## config.mk

```make
export PLATFORM = sky130hd
export DESIGN_NAME = ksa_chunk_adder
export DESIGN_NICKNAME = d
export VERILOG_FILES = /design/src/rtl/ksa_pkg.sv /design/src/rtl/ksa.sv /design/src/rtl/ksa_chunk_adder.sv
export SDC_FILE = /design/constraint.sdc
export NUM_CORES = 1
export LEC_CHECK = 0
export CAP_MARGIN = 5
export CORE_ASPECT_RATIO = 1.4
export CORE_UTILIZATION = 47
export CTS_CLUSTER_DIAMETER = 200
export DETAILED_ROUTE_END_ITERATION = 7
export PLACE_DENSITY = 0.87
export RECOVER_POWER = 100
export SLEW_MARGIN = 20
export SYNTH_ARGS = -nofsm -noshare
export SYNTH_HDL_FRONTEND = slang
export SYNTH_SLANG_ARGS = --single-unit
```

## constraint.sdc

```tcl
create_clock -name clk -period 3.2 [get_ports clk]
set_input_delay 0.64 -clock clk [delete_from_list [all_inputs] [get_ports clk]]
set_output_delay 0.64 -clock clk [all_outputs]
set_load 0.01 [all_outputs]
```

## src/rtl/ksa_pkg.sv

```systemverilog
// Shared definitions for the chunked Kogge-Stone adder: FSM states and
// default geometry (16-bit chunks, four chunks).
package ksa_pkg;

  localparam int KSA_N = 16;
  localparam int KSA_K = 4;

  typedef enum logic [1:0] {
    IDLE = 2'd0,
    RUN  = 2'd1,
    DONE = 2'd2
  } state_t;

endpackage : ksa_pkg

```

## src/rtl/ksa.sv

```systemverilog
// Combinational N-bit Kogge-Stone adder with carry-in.
// The carry-in is folded into the bit-0 generate term. A log2(N)-level
// parallel prefix then gives the carry into every bit position.
module ksa #(
  parameter int N = 16
) (
  input  logic [N-1:0] a,
  input  logic [N-1:0] b,
  input  logic         cin,
  output logic [N-1:0] s,
  output logic         cout
);

  localparam int L = $clog2(N);

  logic [N-1:0] hp_s;
  logic [N-1:0] c_s;
  logic [N-1:0] g_s [0:L];
  logic [N-1:0] p_s [0:L];

  // Prefix tree: group generate/propagate per level, then sum and carry out
  always_comb begin
    hp_s   = a ^ b;
    g_s[0] = a & b;
    p_s[0] = hp_s;
    g_s[0][0] = (a[0] & b[0]) | (hp_s[0] & cin);
    for (int lvl = 1; lvl <= L; lvl++) begin
      for (int i = 0; i < N; i++) begin
        if (i >= (1 << (lvl - 1))) begin
          g_s[lvl][i] = g_s[lvl-1][i] | (p_s[lvl-1][i] & g_s[lvl-1][i-(1 << (lvl - 1))]);
          p_s[lvl][i] = p_s[lvl-1][i] & p_s[lvl-1][i-(1 << (lvl - 1))];
        end else begin
          g_s[lvl][i] = g_s[lvl-1][i];
          p_s[lvl][i] = p_s[lvl-1][i];
        end
      end
    end
    c_s[0] = cin;
    for (int i = 1; i < N; i++) begin
      c_s[i] = g_s[L][i-1];
    end
    s    = hp_s ^ c_s;
    cout = g_s[L][N-1];
  end

endmodule : ksa

```

## src/rtl/ksa_chunk_adder.sv

```systemverilog
// W = N*K bit adder that reuses a single N-bit Kogge-Stone instance over K cycles.
// The lowest chunk is added first. The carry register links consecutive chunks.
// The result is held in DONE until the consumer accepts it.
module ksa_chunk_adder
  import ksa_pkg::*;
#(
  parameter int N = KSA_N,
  parameter int K = KSA_K
) (
  input  logic             clk,
  input  logic             reset,
  input  logic             in_valid,
  output logic             in_ready,
  input  logic [N*K-1:0]   in_a,
  input  logic [N*K-1:0]   in_b,
  input  logic             in_cin,
  output logic             out_valid,
  input  logic             out_ready,
  output logic [N*K-1:0]   out_sum,
  output logic             out_cout,
  output logic             out_ovf,
  output logic             busy
);

  localparam int W  = N * K;
  localparam int IW = (K > 1) ? $clog2(K) : 1;

  state_t          state_r, state_s;
  logic [IW-1:0]   idx_r;
  logic            carry_r, carry_s;
  logic [W-1:0]    a_r, b_r, sum_r, sum_s;
  logic            accept_s, last_s;

  logic [N-1:0]    ksa_a_s, ksa_b_s, ksa_sum_s;
  logic            ksa_cin_s, ksa_cout_s;

  logic            in_ready_r, out_valid_r, busy_r, out_cout_r, out_ovf_r;
  logic [W-1:0]    out_sum_r;

  assign in_ready  = in_ready_r;
  assign out_valid = out_valid_r;
  assign busy      = busy_r;
  assign out_sum   = out_sum_r;
  assign out_cout  = out_cout_r;
  assign out_ovf   = out_ovf_r;

  assign accept_s = in_valid && (state_r == IDLE);
  assign last_s   = (idx_r == IW'(K - 1));

  // Feed the current chunk to the adder in RUN; hold its inputs at zero otherwise
  always_comb begin
    if (state_r == RUN) begin
      ksa_a_s   = a_r[idx_r*N +: N];
      ksa_b_s   = b_r[idx_r*N +: N];
      ksa_cin_s = carry_r;
    end else begin
      ksa_a_s   = {N{1'b0}};
      ksa_b_s   = {N{1'b0}};
      ksa_cin_s = 1'b0;
    end
  end

  ksa #(.N(N)) u_ksa (
    .a    (ksa_a_s),
    .b    (ksa_b_s),
    .cin  (ksa_cin_s),
    .s    (ksa_sum_s),
    .cout (ksa_cout_s)
  );

  // Next-state, next partial sum and next carry
  always_comb begin
    state_s = state_r;
    sum_s   = sum_r;
    carry_s = carry_r;
    case (state_r)
      IDLE: begin
        if (accept_s) begin
          state_s = RUN;
          carry_s = in_cin;
        end else begin
          state_s = IDLE;
        end
      end
      RUN: begin
        sum_s[idx_r*N +: N] = ksa_sum_s;
        carry_s             = ksa_cout_s;
        if (last_s) begin
          state_s = DONE;
        end else begin
          state_s = RUN;
        end
      end
      DONE: begin
        if (out_ready) begin
          state_s = IDLE;
        end else begin
          state_s = DONE;
        end
      end
      default: begin
        state_s = IDLE;
      end
    endcase
  end

  // Operand latch, chunk index, carry and partial-sum registers
  always_ff @(posedge clk) begin
    if (!reset) begin
      state_r <= IDLE;
      idx_r   <= {IW{1'b0}};
      carry_r <= 1'b0;
      a_r     <= {W{1'b0}};
      b_r     <= {W{1'b0}};
      sum_r   <= {W{1'b0}};
    end else begin
      state_r <= state_s;
      carry_r <= carry_s;
      if (accept_s) begin
        a_r   <= in_a;
        b_r   <= in_b;
        idx_r <= {IW{1'b0}};
        sum_r <= {W{1'b0}};
      end else if (state_r == RUN) begin
        sum_r <= sum_s;
        idx_r <= last_s ? idx_r : idx_r + {{(IW-1){1'b0}}, 1'b1};
      end else begin
        sum_r <= sum_r;
        idx_r <= idx_r;
      end
    end
  end

  // Registered handshake and result outputs, decoded from the next state
  always_ff @(posedge clk) begin
    if (!reset) begin
      in_ready_r  <= 1'b1;
      busy_r      <= 1'b0;
      out_valid_r <= 1'b0;
      out_sum_r   <= {W{1'b0}};
      out_cout_r  <= 1'b0;
      out_ovf_r   <= 1'b0;
    end else begin
      in_ready_r  <= (state_s == IDLE);
      busy_r      <= (state_s != IDLE);
      out_valid_r <= (state_s == DONE);
      if (state_s == DONE) begin
        out_sum_r  <= sum_s;
        out_cout_r <= carry_s;
        out_ovf_r  <= (a_r[W-1] == b_r[W-1]) && (sum_s[W-1] != a_r[W-1]);
      end else begin
        out_sum_r  <= {W{1'b0}};
        out_cout_r <= 1'b0;
        out_ovf_r  <= 1'b0;
      end
    end
  end

endmodule : ksa_chunk_adder

```

==> impl_metrics.toml, run 1 <==
[status]
outcome = "finished clean"

[setup_path]
start_kind = "flop"
path_common_cell = "fa_2"
crit_type = "flop to flop"
path_cells = "mux4_2 > and2_4 > fa_2 > inv_2 > fa_2 > nor2b_2 > o2111a_2 > o21ba_4 > or3_4 > a32o_1 > and2_1"
crit_cells = 11
crit_required_ns = 3.62
r2r_cells = 11
cp-end-kind = "flop"
crit_path_max_incr_delay_ns = 0.50
cp_slowest_cell = "mux4_2"
cpLargestDelayFamily = "compound AO/OA/AOI/OAI gates"
crit_start = "idx_r[0]"
worstPathArrival_ns = 3.60
cp_max_fo = 5
worstReg2RegStart = "idx_r[0]"
cp_num_buf_inv = 1

[timing]
grt_setup_unrepaired = "true"
finalCritPeriodShare_pct = 99.42
period_needed_ns = 3.182
slew_headroom_pct = 7.493
tightest_slew_ns = 1.388
finalSetupViolCount = 0
slew_viol_final = 0
fmax_ghz = 0.3143
skew_ns = 0.01381
final.setup.worst_slack_ns = 0.01843
holdWs_ns = 0.4312
hold_viol = 0

[logic_synthesis]
syn_inst = 1207
yosysTopAreaCellShare_pct = 48.56
yosys_warnings = 0
synthTopCellsByArea = "dfxtp_1 49%, nand2_1 10%, a21boi_0 8.8%, mux4_2 6.2%, nor2_1 3.5%"
synth.distinct_cells = 59
synth_fp_nets = 1363
yosys.area.top_type = "dfxtp_1"
synthArstFlopShare_pct = 0
ys_ff_latch = 266
netlist_area_um2 = 10970
synth-edff-count = 0
avgSynthCellArea_um2 = 9.085
ys.flop_type = "dfxtp_1"
ys_seq_area_share_pct = 48.56

[drt]
dr.pass1.iters = 5
routed-wl-met3_mm = 1.363
wl_met1_mm = 11.15
viasPerCell = 5.475
drt_iter0_drc = 694
ant_nets = 0
drc = 0
highest_layer = "met4"
wl_mm = 30.13
wl_met2_mm = 15.64
wl_per_cell_um = 17.40
vias = 9483

[finish]
synthToLayoutAreaGrowth_pct = 32.53
nNetsFinal = 1570
fillers = 1771
drive_above_1_share_pct = 12.72
final_cell_mix = "298 x nand2_1, 264 x dfxtp_1, 199 x clkdlybuf4s50_1"
final_common_cell = "nand2_1"
regArea_um2 = 5330
diodes = 0
multiInputGateArea_um2 = 5425

[placed_design]
dpl_worst_slack_ns = 0.01952
gp_congestion = 0.9594
place_hpwl_mm = 21.75
io_buffers = 201

[global_route]
antenna_found_initial = 0
grt_pass1_wl_mm = 47.71
grt_max_degree = 133
track_usage_pct = 25.61
first_global_vias = 9467
grt_overflow_total = 0

[floorplan]
num_rows = 65
die_x_um = 131.1
start_util_pct = 48.33
core_um2 = 22690
die-area_um2 = 23950
die_h_um = 182.7
pin_count = 202

[power_and_ir_drop]
power_frac_comb_pct = 10.7
p_leak_nw = 5.313
swShare_pct = 23.82
vdd_drop_max_v = 0.0003473
internal-power_mw = 5.451
p_seq_share_pct = 48.7
clock_power_share_pct = 40.6
power_mw = 7.155
power_density_nw_per_um2 = 492.3
p_switching_mw = 1.705

[clock_network]
ctsHoldBuffers = 0
clkTransAtPathRegs_ns = 0.07
cts-root-buf = "clkbuf_16"
clockBufferDepth = 3
cts_tree = "done"
cts_sinks = 266
clock_latency_ns = 0.52
cts-htree-levels = 1
cts_buffers = 25

[hold_path]
hold_path.startpoint = "reset"
min_path_cells = 3
hold_path_class = "primary input to flop"

[run]
drv_cap = 0
==> Yosys cell counts (3+ instances only) <==
cell type	number
o21ai_0	12
nor2b_1	5
and2_1	34
nand2_1	301
ha_1	21
inv_1	9
a21boi_0	129
mux2_2	3
clkbuf_1	58
buf_1	10
a21oi_1	43
mux2i_1	3
dfxtp_1	266
nand3_1	7
or3_1	4
nor3_2	3
a22o_1	3
o311a_1	4
nand4_1	12
nor3_1	4
and3_1	3
o211ai_1	3
o22ai_1	23
nand2b_1	5
xnor2_1	9
buf_2	16
o31ai_1	4
a22oi_1	34
nor2_1	103
a21o_1	6
nor4_1	4
mux4_2	30
==> state kept, by name (all words and copies together), names as in the netlist, 2 cells and up <==
register and count:
a_r 64, b_r 64, out_sum 64, sum_r 64, idx_r 2, state_r 2
==> power groups by stage <==
stage / clock network, mW / registers, mW / logic [mW]
global route: 3.09 / 3.49 / 0.828
detailed placement: 0 / 3.55 / 0.743
global placement: 0 / 3.55 / 0.727
finish: 2.91 / 3.48 / 0.765
CTS: 2.94 / 3.48 / 0.749
floorplan: 0 / 3.53 / 0.406
==> final cells by class <==
| type | count | area share, % |
|---|---|---|
| multi-input cells | 846 | 37.33 |
| flip-flops and latches | 266 | 36.68 |
| repair buffers | 264 | 17.61 |
| clock buffers | 31 | 4.598 |
| well taps | 301 | 2.591 |
| clock inverters | 13 | 0.9126 |
| inverters | 11 | 0.2841 |
==> through the flow <==
step                      area [µm²]  utilization (%)  cells  setup TNS [ns]
after floorplan                10990                -   1207               0
after global placement         13560            59.75   1684               0
after detailed placement       13560            59.75   1684               0
after CTS                      14370            63.34   1728               0
after global routing           14530            64.05   1732         -0.4529
final                          14530            64.05   1732               0
==> worst register-to-register path, cell delays in order, from the launching register on <==
cell and delay [ns]:
dfxtp_4 0.41, mux4_2 0.50, and2_4 0.17, fa_2 0.37
inv_2 0.06, fa_2 0.20, nor2b_2 0.05, o2111a_2 0.29
o21ba_4 0.23, or3_4 0.36, a32o_1 0.28, and2_1 0.15
==> layer usage <==
layer  global-route usage (%)  up-vias
met4                    16.78        0
met5                        0        -
li1                         -     4552
met3                    3.063      120
met1                    28.42     4477
met2                    45.33      334
==> timing repair <==
action                     CTS  global route
setup buffers                0             4
resized for setup            3            36
setup endpoints to repair    1            60
pin swaps                    0            12
==> worst paths after layout <==
kind                  to  slack (ns)
max          out_sum[24]        0.02
min              carry_r        0.43
max reg2reg  out_sum[24]        0.02
min reg2reg      b_r[42]        0.46
==> cells by family (layout without fill, tap and decap cells) <==
group / after synthesis / after routing / synth area share, %
xor+xnor: 11 / 11 / 0.8787
flops: 266 / 266 / 48.56
simple gates: 497 / 497 / 19.64
mux: 36 / 36 / 6.744
buf+inv: 95 / 319 / 3.435
compound gates: 279 / 279 / 17.98
fa+ha+maj: 23 / 23 / 2.761
Note: power is estimated with default switching activity, not from simulation.
==> run 2, diff against run 1 <==
--- a/config.mk
+++ b/config.mk
@@ -9,9 +9,11 @@
 export CORE_ASPECT_RATIO = 1.4
 export CORE_UTILIZATION = 47
 export CTS_CLUSTER_DIAMETER = 200
+export CTS_CLUSTER_SIZE = 28
 export DETAILED_ROUTE_END_ITERATION = 7
 export PLACE_DENSITY = 0.87
 export RECOVER_POWER = 100
+export SETUP_SLACK_MARGIN = 0.3
 export SLEW_MARGIN = 20
 export SYNTH_ARGS = -nofsm -noshare
 export SYNTH_HDL_FRONTEND = slang
==> run 2 against run 1 <==
Register-to-register slack got worse by 0.09 ns. Highest routed layer unchanged. Via count rose by 0.47%. Global-route usage decreased by 0.43 points. Clock skew is 0.015 ns higher. Worst setup slack worse by 0.089 ns. Total power fell by 15%. Critical path type unchanged. Routed wire length is 1.8% higher. Final area grew 2.5%. The flow now finishes with violations (setup timing).
==> impl_metrics.toml, run 2 (synthesis gave the netlist of run 1 again) <==
[status]
outcome = "complete, but fails checks"
violations = "setup timing"

[clock_network]
cts_buffers = 13
clkTransAtPathRegs_ns = 0.11
cts_tree = "done"
clock_latency_ns = 0.50
cts-root-buf = "clkbuf_16"
ctsHoldBuffers = 0
clockBufferDepth = 3
cts_sinks = 266
cts-htree-levels = 1

[timing]
grt_setup_unrepaired = "true"
fmax_ghz = 0.3058
slew_headroom_pct = 5.161
period_needed_ns = 3.270
skew_ns = 0.02848
hold_viol = 0
tightest_slew_ns = 1.423
finalCritPeriodShare_pct = 102.2
finalSetupViolCount = 12
slew_viol_final = 0
final.setup.worst_slack_ns = -0.07030

[setup_path]
path_common_cell = "buf_6"
cp_max_fo = 4
path_cells = "buf_6 > mux4_2 > and2_4 > fa_2 > inv_2 > fa_2 > nor2b_2 > o2111a_2 > buf_6 > o21ai_4 > nor3b_4 > buf_6 > o31ai_4 > a21oi_1"
crit_type = "flop to flop"
start_kind = "flop"
cp_num_buf_inv = 4
cp-end-kind = "flop"
crit_required_ns = 3.60
worstPathArrival_ns = 3.67
crit_path_max_incr_delay_ns = 0.48
cpLargestDelayFamily = "compound AO/OA/AOI/OAI gates"
cp_slowest_cell = "mux4_2"

[finish]
final_cell_mix = "293 x nand2_1, 264 x dfxtp_1, 199 x clkdlybuf4s50_1"
final_core_util_pct = 65.63
diodes = 0
fillers = 1725
synthToLayoutAreaGrowth_pct = 35.81
final_common_cell = "nand2_1"
drive_above_1_share_pct = 18.70
nNetsFinal = 1588

[drt]
wl_per_cell_um = 17.69
ant_nets = 0
viasPerCell = 5.495
wl_met2_mm = 15.76
drt_iter0_drc = 693
routed-wl-met3_mm = 1.372
wl_mm = 30.68
drc = 0
wl_met1_mm = 11.61
dr.pass1.iters = 5
highest_layer = "met4"
vias = 9528

[floorplan]
start_util_pct = 48.33
die-area_um2 = 23950
pin_count = 202
die_h_um = 182.7
core_um2 = 22690
die_x_um = 131.1
num_rows = 65

[global_route]
first_global_vias = 9250
grt_overflow_total = 0
grt_max_degree = 136
grt_pass1_wl_mm = 47.02
antenna_found_initial = 0
track_usage_pct = 25.18

[hold_path]
hold_path_class = "flop to flop"

[run]
drv_cap = 0

[power_and_ir_drop]
vdd_drop_max_v = 0.0003122
swShare_pct = 24.77
power_density_nw_per_um2 = 410.5
clock_power_share_pct = 29.5
power_frac_comb_pct = 13.7
internal-power_mw = 4.599
power_mw = 6.113
p_leak_nw = 5.292
p_switching_mw = 1.514
p_seq_share_pct = 56.8

[placed_design]
place_hpwl_mm = 21.71
io_buffers = 201
dpl_worst_slack_ns = -0.01149
gp_congestion = 0.8832
[run 2: stage by stage]
step	std cells	area [µm²]	TNS (ns)	hold slack (ns)
after global placement	1691	13680	0	0.4472
after detailed placement	1691	13680	-0.01227	0.4552
after global routing	1734	14890	-3.138	0.4930
after floorplan	1207	11070	0	0.4400
final	1734	14890	-0.4349	0.4657
after CTS	1716	14290	0	0.4697
[run 2: power by group through the flow]
stage / clock network (mW) / logic, mW / registers (mW)
2_1_floorplan: 0 / 0.414 / 3.53
3_3_place_gp: 0 / 0.743 / 3.55
3_5_place_dp: 0 / 0.757 / 3.55
4_1_cts: 1.83 / 0.778 / 3.47
5_1_grt: 1.95 / 0.901 / 3.49
6_report: 1.80 / 0.836 / 3.47
[run 2: worst register-to-register path, stage by stage, from the launching register on]
cell,delay (ns)
dfxtp_4,0.40
buf_6,0.11
mux4_2,0.48
and2_4,0.18
fa_2,0.37
inv_2,0.06
fa_2,0.21
nor2b_2,0.06
o2111a_2,0.29
buf_6,0.14
o21ai_4,0.19
nor3b_4,0.30
buf_6,0.15
o31ai_4,0.06
a21oi_1,0.17
[run 2: layout make-up]
class                      count  area [µm²]  share of cell area (%)
clock buffer                  14       329.1                   2.210
clock inverter                 2       25.02                  0.1680
multi-input combinational    846        5934                   39.85
sequential                   266        5330                   35.79
timing repair buffer         294        2855                   19.17
inverter                      11       41.29                  0.2773
tap                          301       376.6                   2.529
[run 2: routing by layer]
metal	vias up	GRT usage (%)
met5	-	0
met4	0	14.99
met3	114	2.684
met2	355	43.47
met1	4489	29.76
li1	4570	-
[run 2: path summary, 6_finish.rpt]
check                 from         to  slack, ns  cells past startpoint
hold reg to reg    a_r[62]    a_r[62]       0.47                      2
setup / recovery  idx_r[0]  sum_r[60]      -0.07                     14
hold / removal     a_r[62]    a_r[62]       0.47                      2
setup reg to reg  idx_r[0]  sum_r[60]      -0.07                     14
[run 2: repair_timing]
action	in CTS	in global routing
endpoints found under the setup margin	92	99
setup buffers	9	18
pin swaps	19	58
gates resized for setup	37	99
==> run 3, diff against run 2 <==
--- a/config.mk
+++ b/config.mk
@@ -5,6 +5,7 @@
 export SDC_FILE = /design/constraint.sdc
 export NUM_CORES = 1
 export LEC_CHECK = 0
+export ABC_CLOCK_PERIOD_IN_PS = 3200
 export CAP_MARGIN = 5
 export CORE_ASPECT_RATIO = 1.4
 export CORE_UTILIZATION = 47
==> results of run 3 <==
Final layout, timing and power as in run 2 (identical DEF).
